## config.mk

```make
export PLATFORM = sky130hd
export DESIGN_NAME = mux_scan_sel_flat
export DESIGN_NICKNAME = d
export VERILOG_FILES = /design/src/rtl/mux_scan_sel_if.sv /design/src/rtl/mux_scan_sel.sv /design/src/flat_wrapper.sv
export SDC_FILE = /design/constraint.sdc
export NUM_CORES = 1
export LEC_CHECK = 0
export CAP_MARGIN = 0
export CORE_MARGIN = 5
export CORE_UTILIZATION = 25
export CTS_CLUSTER_DIAMETER = 100
export CTS_CLUSTER_SIZE = 40
export DETAILED_ROUTE_END_ITERATION = 12
export GPL_ROUTABILITY_DRIVEN = 0
export PLACE_DENSITY = 0.55
export SLEW_MARGIN = 20
export SYNTH_ARGS = -nofsm -noshare
export SYNTH_HDL_FRONTEND = slang
export SYNTH_SLANG_ARGS = --single-unit
```

## constraint.sdc

```tcl
create_clock -name clk -period 6.5 [get_ports clk]
set_input_delay 0.65 -clock clk [delete_from_list [all_inputs] [get_ports clk]]
set_output_delay 0.65 -clock clk [all_outputs]
set_load 0.1 [all_outputs]
```

## src/rtl/mux_scan_sel_if.sv

```systemverilog
// Bus bundle for mux_scan_sel: packed channel inputs, control, and the registered lane outputs.
interface mux_scan_sel_if #(
    parameter int unsigned WIDTH    = 1,
    parameter int unsigned CHANNELS = 16,
    parameter int unsigned SEL_W    = 4,
    parameter int unsigned DWELL_W  = 8
);
    logic [CHANNELS*WIDTH-1:0] in;
    logic                      en;
    logic                      mode;
    logic [SEL_W-1:0]          select;
    logic [DWELL_W-1:0]        dwell;
    logic [WIDTH-1:0]          out;
    logic [SEL_W-1:0]          cur_sel;
    logic                      out_valid;
    logic                      wrap;

    modport master (
        output in, en, mode, select, dwell,
        input  out, cur_sel, out_valid, wrap
    );

    modport slave (
        input  in, en, mode, select, dwell,
        output out, cur_sel, out_valid, wrap
    );
endinterface

```

## src/rtl/mux_scan_sel.sv

```systemverilog
// Registered N-channel lane selector with manual select and auto-scan (programmable dwell).
module mux_scan_sel #(
    parameter int unsigned WIDTH    = 1,
    parameter int unsigned CHANNELS = 16,
    parameter int unsigned SEL_W    = 4,
    parameter int unsigned DWELL_W  = 8
) (
    input logic           clk,
    input logic           rst,
    mux_scan_sel_if.slave bus
);

    typedef enum logic [1:0] {StIdle, StManual, StScan} state_e;

    state_e             state_q, state_d;
    logic [SEL_W-1:0]   cur_sel_q, cur_sel_d;
    logic [WIDTH-1:0]   out_q, out_d;
    logic               out_valid_q, out_valid_d;
    logic               wrap_q, wrap_d;
    logic [DWELL_W-1:0] cnt_q, cnt_d;
    logic [WIDTH-1:0]   lane_d;
    logic               sel_ok;
    logic               cur_ok;
    logic               cur_last;

    assign cur_ok   = 32'(cur_sel_q) < CHANNELS;
    assign cur_last = 32'(cur_sel_q) == CHANNELS - 1;

    // State register
    always_ff @(posedge clk or posedge rst) begin
        if (rst) begin
            state_q <= StIdle;
        end else begin
            state_q <= state_d;
        end
    end

    // Next state: every enabled edge follows mode; en low freezes the state
    always_comb begin
        state_d = state_q;
        if (bus.en) begin
            state_d = bus.mode ? StScan : StManual;
        end
    end

    // Datapath next values, chosen by the transition being taken
    always_comb begin
        cur_sel_d = cur_sel_q;
        cnt_d     = cnt_q;
        wrap_d    = 1'b0;
        if (bus.en) begin
            if (state_d == StManual) begin
                cur_sel_d = bus.select;
                cnt_d     = '0;
            end else if (state_q != StScan) begin
                // Entering scan: resume from the manual channel if it names a real lane
                cur_sel_d = cur_ok ? cur_sel_q : '0;
                cnt_d     = '0;
            end else if (cnt_q == bus.dwell) begin
                cnt_d = '0;
                if (cur_last) begin
                    cur_sel_d = '0;
                    wrap_d    = 1'b1;
                end else begin
                    cur_sel_d = cur_sel_q + SEL_W'(1);
                end
            end else begin
                // Wraps modulo 2**DWELL_W if dwell was lowered below the running count
                cnt_d = cnt_q + DWELL_W'(1);
            end
        end
    end

    always_comb begin
        lane_d = '0;
        for (int unsigned k = 0; k < CHANNELS; k++) begin
            if (32'(cur_sel_d) == k) begin
                lane_d = bus.in[k*WIDTH +: WIDTH];
            end
        end
    end

    assign sel_ok = 32'(cur_sel_d) < CHANNELS;

    always_comb begin
        out_d       = out_q;
        out_valid_d = 1'b0;
        if (bus.en) begin
            out_d       = sel_ok ? lane_d : '0;
            out_valid_d = sel_ok;
        end
    end

    always_ff @(posedge clk or posedge rst) begin
        if (rst) begin
            cur_sel_q   <= '0;
            out_q       <= '0;
            out_valid_q <= 1'b0;
            wrap_q      <= 1'b0;
            cnt_q       <= '0;
        end else begin
            cur_sel_q   <= cur_sel_d;
            out_q       <= out_d;
            out_valid_q <= out_valid_d;
            wrap_q      <= wrap_d;
            cnt_q       <= cnt_d;
        end
    end

    assign bus.out       = out_q;
    assign bus.cur_sel   = cur_sel_q;
    assign bus.out_valid = out_valid_q;
    assign bus.wrap      = wrap_q;

endmodule

```

## src/flat_wrapper.sv

```systemverilog
// flat-port wrapper written by rule: the top's interface ports become plain ports
module mux_scan_sel_flat 
#(
    parameter int unsigned WIDTH    = 1,
    parameter int unsigned CHANNELS = 16,
    parameter int unsigned SEL_W    = 4,
    parameter int unsigned DWELL_W  = 8
)
  (clk, rst, bus_in, bus_en, bus_mode, bus_select, bus_dwell, bus_out, bus_cur_sel, bus_out_valid, bus_wrap);
  mux_scan_sel_if #(.WIDTH(WIDTH), .CHANNELS(CHANNELS), .SEL_W(SEL_W), .DWELL_W(DWELL_W)) bus_i ();
  input logic clk;
  input logic rst;
  input wire logic [$bits(bus_i.in)-1:0] bus_in;
  input wire logic [$bits(bus_i.en)-1:0] bus_en;
  input wire logic [$bits(bus_i.mode)-1:0] bus_mode;
  input wire logic [$bits(bus_i.select)-1:0] bus_select;
  input wire logic [$bits(bus_i.dwell)-1:0] bus_dwell;
  output wire logic [$bits(bus_i.out)-1:0] bus_out;
  output wire logic [$bits(bus_i.cur_sel)-1:0] bus_cur_sel;
  output wire logic [$bits(bus_i.out_valid)-1:0] bus_out_valid;
  output wire logic [$bits(bus_i.wrap)-1:0] bus_wrap;
  assign bus_i.in = bus_in;
  assign bus_i.en = bus_en;
  assign bus_i.mode = bus_mode;
  assign bus_i.select = bus_select;
  assign bus_i.dwell = bus_dwell;
  assign bus_out = bus_i.out;
  assign bus_cur_sel = bus_i.cur_sel;
  assign bus_out_valid = bus_i.out_valid;
  assign bus_wrap = bus_i.wrap;
  mux_scan_sel #(.WIDTH(WIDTH), .CHANNELS(CHANNELS), .SEL_W(SEL_W), .DWELL_W(DWELL_W)) u_core (.clk(clk), .rst(rst), .bus(bus_i));
endmodule
```

==> flow_summary.toml <==
[logic_synthesis]
synth_fp_nets = 166
synthesis.yosys.warnings = 0
synthesis.instances = 132
ys_seq_area_share_pct = 35.6
mappedNetlistArea_mm2 = 0.00119
dominant_cell_by_count_in_the_synthesized_netlist = "dfrtp_1"
synth_xor_xnor_area_share_pct = 7.23
synth_edf_count = 0
synth.lib_cells_used.distinct = 41
synth-seq-cells = 17
postSynth.topFlopCell = "dfrtp_1"
syn-mean-instance-area_um2 = 9.04
yosys.area_share.adder_pct = 2.10
synthDominantAreaCellType = "dfrtp_1"
synth_top_family_by_area = "simple AND/OR/NAND/NOR gates"
async_flop_share_pct = 100
synthSimpleGateAreaFrac_pct = 22.7
netlist.area_leader.share_pct = 35.6
mux_share_of_post_synthesis_cell_area_pct = 7.55
synthTopCellsByArea = "dfrtp_1 36%, mux2i_1 7.5%, xnor2_1 5.1%"
synth_compound_area_share_pct = 18.7
synth.cells.most_frequent = "17 x dfrtp_1, 10 x o21ai_0, 9 x inv_1, 9 x mux2i_1, 9 x nand3_1"

[clocking]
cts.repair_timing.setup_buffer_count = 0
clockBufferDepth = 2
cts_buffers = 3
clkTransAtPathRegs_ns = 0.06
postCtsHoldBufs = 0
ctsRootBufferMaster = "clkbuf_8"
cts-resized-gates = 0
clock_sinks = 17
worst_skew_pair.late_latency_ns = 0.26
cts_tree = "built"
cts-htree-levels = 1

[critical_path]
worst_setup_path_end_kind = "flop"
worstReg2RegEnd = "u_core.bus.out$_DFFE_PP0P_"
worstPathBufferInverterCount = 1
regToRegSetupSlack_ns = 3.71
r2r-start = "u_core.cnt_q[0]$_DFFE_PP0P_"
timing.critical_path.from_type = "input port"
critical_path.cell_chain = "clkdlybuf4s50_1, nand3_1, or3_1, a31oi_2, nor2_1, a211o_2, a22oi_1, o221ai_1"
kind_of_cell_with_the_highest_combined_delay_on_the_critical_path = "compound AO/OA/AOI/OAI gates"
setup.worst_path.class = "input port to flop"
critical_path_arrival_ns = 3.33
worst-endpoint-required_ns = 6.61
slowest_delay_ns = 0.85
critical_path.slowest_cell = "clkdlybuf4s50_1"
path_max_fanout = 19
rr_worst_depth = 8

[power]
power_frac_seq_pct = 37.8
share_comb_of_total_power_pct = 37.6
fin_total_pwr_w = 0.000323
cell_internal_pwr_w = 0.000202
pwr-share-clk_pct = 24.6
switching_share_pct = 37.4
leakage_nw = 0.673
net-switching-power_w = 0.000121
power_per_cell_area_mw_per_mm2 = 195
peak_supply_drop_uv = 133

[min_path]
holdCritPathClass = "flop to flop"
timing.hold.worst_path_depth = 1
timing.hold.worst_endpoint = "u_core.state_q[1]$_DFF_PP0_"
hp-start = "u_core.state_q[1]$_DFF_PP0_"

[sta]
fin_setup_tns_ns = 0
post_layout_min_period_ns = 3.22
worst_clock_skew_ns = 0.00404
timing.max_slew.rel_slack_pct = 34.6
setup_viol = 0
tightestPinTransition_ns = 0.978
timing.final.hold_violations = 0
timing.final.max_slew_violations = 0
rsz_0062_raised_after_global_routing = "false"
fmax_mhz = 311
postLayoutSetupSlackWorst_ns = 3.28
layout_worst_path_cycle_share_pct = 49.5

[grt]
grt_pass1_vias = 1177
grtUsageTotal_pct = 10.7
antenna_found_initial = 0
grt_pass1_wl_um = 5360
grt_overflow = 0
grt_start_max_net_pins = 20

[route]
num_vias = 1155
routed_wirelength_um = 3290
initialDrtViolationCount = 89
ant_nets = 0
first_pass_iters = 4
avgRoutedWirePerCell_um = 14.7
route.detailed.vias_per_inst = 5.18
drc_errors = 0

[die]
io_pins = 39
core.rowCount = 25
die_width_um = 79.1
die_height_um = 79.1
initial_utilization_pct = 25.4
die-area_mm2 = 0.00626
fp.coreArea_mm2 = 0.00469

[placed_design]
placed_area_mm2 = 0.00160
post-place-ws_ns = 2.73
dpl.hpwl_um = 2510
io_buffers = 38

[cells_and_area]
layout-drive-gt1-share_pct = 5.33
syn2layout_area_growth_pct = 38.6
post-route-cell-area_mm2 = 0.00165
insertedDiodeCount = 0
final_net_count = 204
finalCoreUtilization_pct = 35.3

[run_status]
outcome = "finished clean"

[run]
max-cap-violations = 0
per-layer routing:
metal	GRT usage (%)	wire length [µm]	up-vias
met5	0	0	-
li1	-	-	564
met1	13.3	1360	561
met3	2.49	135	5
met2	17.8	1750	25
met4	4.12	48	0
state kept, by name, indices dropped and copies added, names as in the netlist:
name / flops
u_core.bus.cur_sel: 4
u_core.state_q: 2
u_core.cnt_q: 8
u_core.bus.out: 1
u_core.bus.out_valid: 1
u_core.bus.wrap: 1
worst reg2reg max path, delay by kind of cell (launching register included):
kind            cells  cell delay [ns]
xor+xnor            1             0.17
compound gates      4             1.25
flops               1             0.43
simple gates        3             0.79
logic make-up after synthesis:
family / count (synthesis)
xor gates and xnor gates: 9
AOI/OAI and AO/OA: 31
muxes: 9
and+or+nand+nor: 50
DFF: 17
adders and majority gates: 2
buffers and inverters: 14
final cells by class:
cell class                 count  area, µm²
fill                         489       3040
multi-input combinational    101        702
sequential                    17        425
timing repair buffer          38        380
tap                           54       67.6
clock buffer                   4       45.0
inverter                       9       33.8
layout by cell type, fill, tap and decap left out, types with 2 or more instances in the layout:
cell type        count
clkdlybuf4s50_1     38
dfrtp_1             17
o21ai_0             10
inv_1                9
nand3_1              9
mux2i_1              9
nand2_1              8
nor2_1               8
xnor2_1              7
nand4_1              7
and3_1               4
nor3_1               3
o211ai_1             3
clkbuf_8             3
nand4b_1             2
a311oi_1             2
a22oi_1              2
a21o_1               2
a211o_1              2
o2bb2ai_1            2
ha_1                 2
worst max-delay path by stage:
| stage | end | slack, ns | start | depth (start not counted) |
|---|---|---|---|---|
| after detailed placement | u_core.bus.out$_DFFE_PP0P_ | 2.73 | bus_en | 8 |
| after global placement | u_core.bus.out$_DFFE_PP0P_ | 2.86 | bus_en | 8 |
| after CTS | u_core.bus.out$_DFFE_PP0P_ | 3.00 | bus_en | 8 |
| after global routing | u_core.bus.out$_DFFE_PP0P_ | 3.11 | bus_en | 9 |
| final | u_core.bus.out$_DFFE_PP0P_ | 3.28 | bus_en | 8 |
| after floorplan | u_core.bus.out$_DFFE_PP0P_ | 3.74 | u_core.bus.cur_sel[0]$_DFF_PP0_ | 9 |
power groups by stage:
| stage | Clock [W] | Sequential, W | Combinational (W) |
|---|---|---|---|
| after detailed placement | 0 | 0.000124 | 0.000122 |
| after global routing | 0.0000860 | 0.000123 | 0.000129 |
| after floorplan | 0 | 0.000161 | 0.0000438 |
| after global placement | 0 | 0.000124 | 0.000120 |
| after CTS | 0.0000819 | 0.000122 | 0.000122 |
| final | 0.0000796 | 0.000122 | 0.000122 |
stage by stage:
stage	instances	hold WS [ns]
2_1_floorplan	132	0.479
3_3_place_gp	219	0.501
3_5_place_dp	219	0.527
4_1_cts	223	0.543
5_1_grt	223	0.562
6_report	223	0.537
No activity file was read; power rests on OpenSTA's default activity.
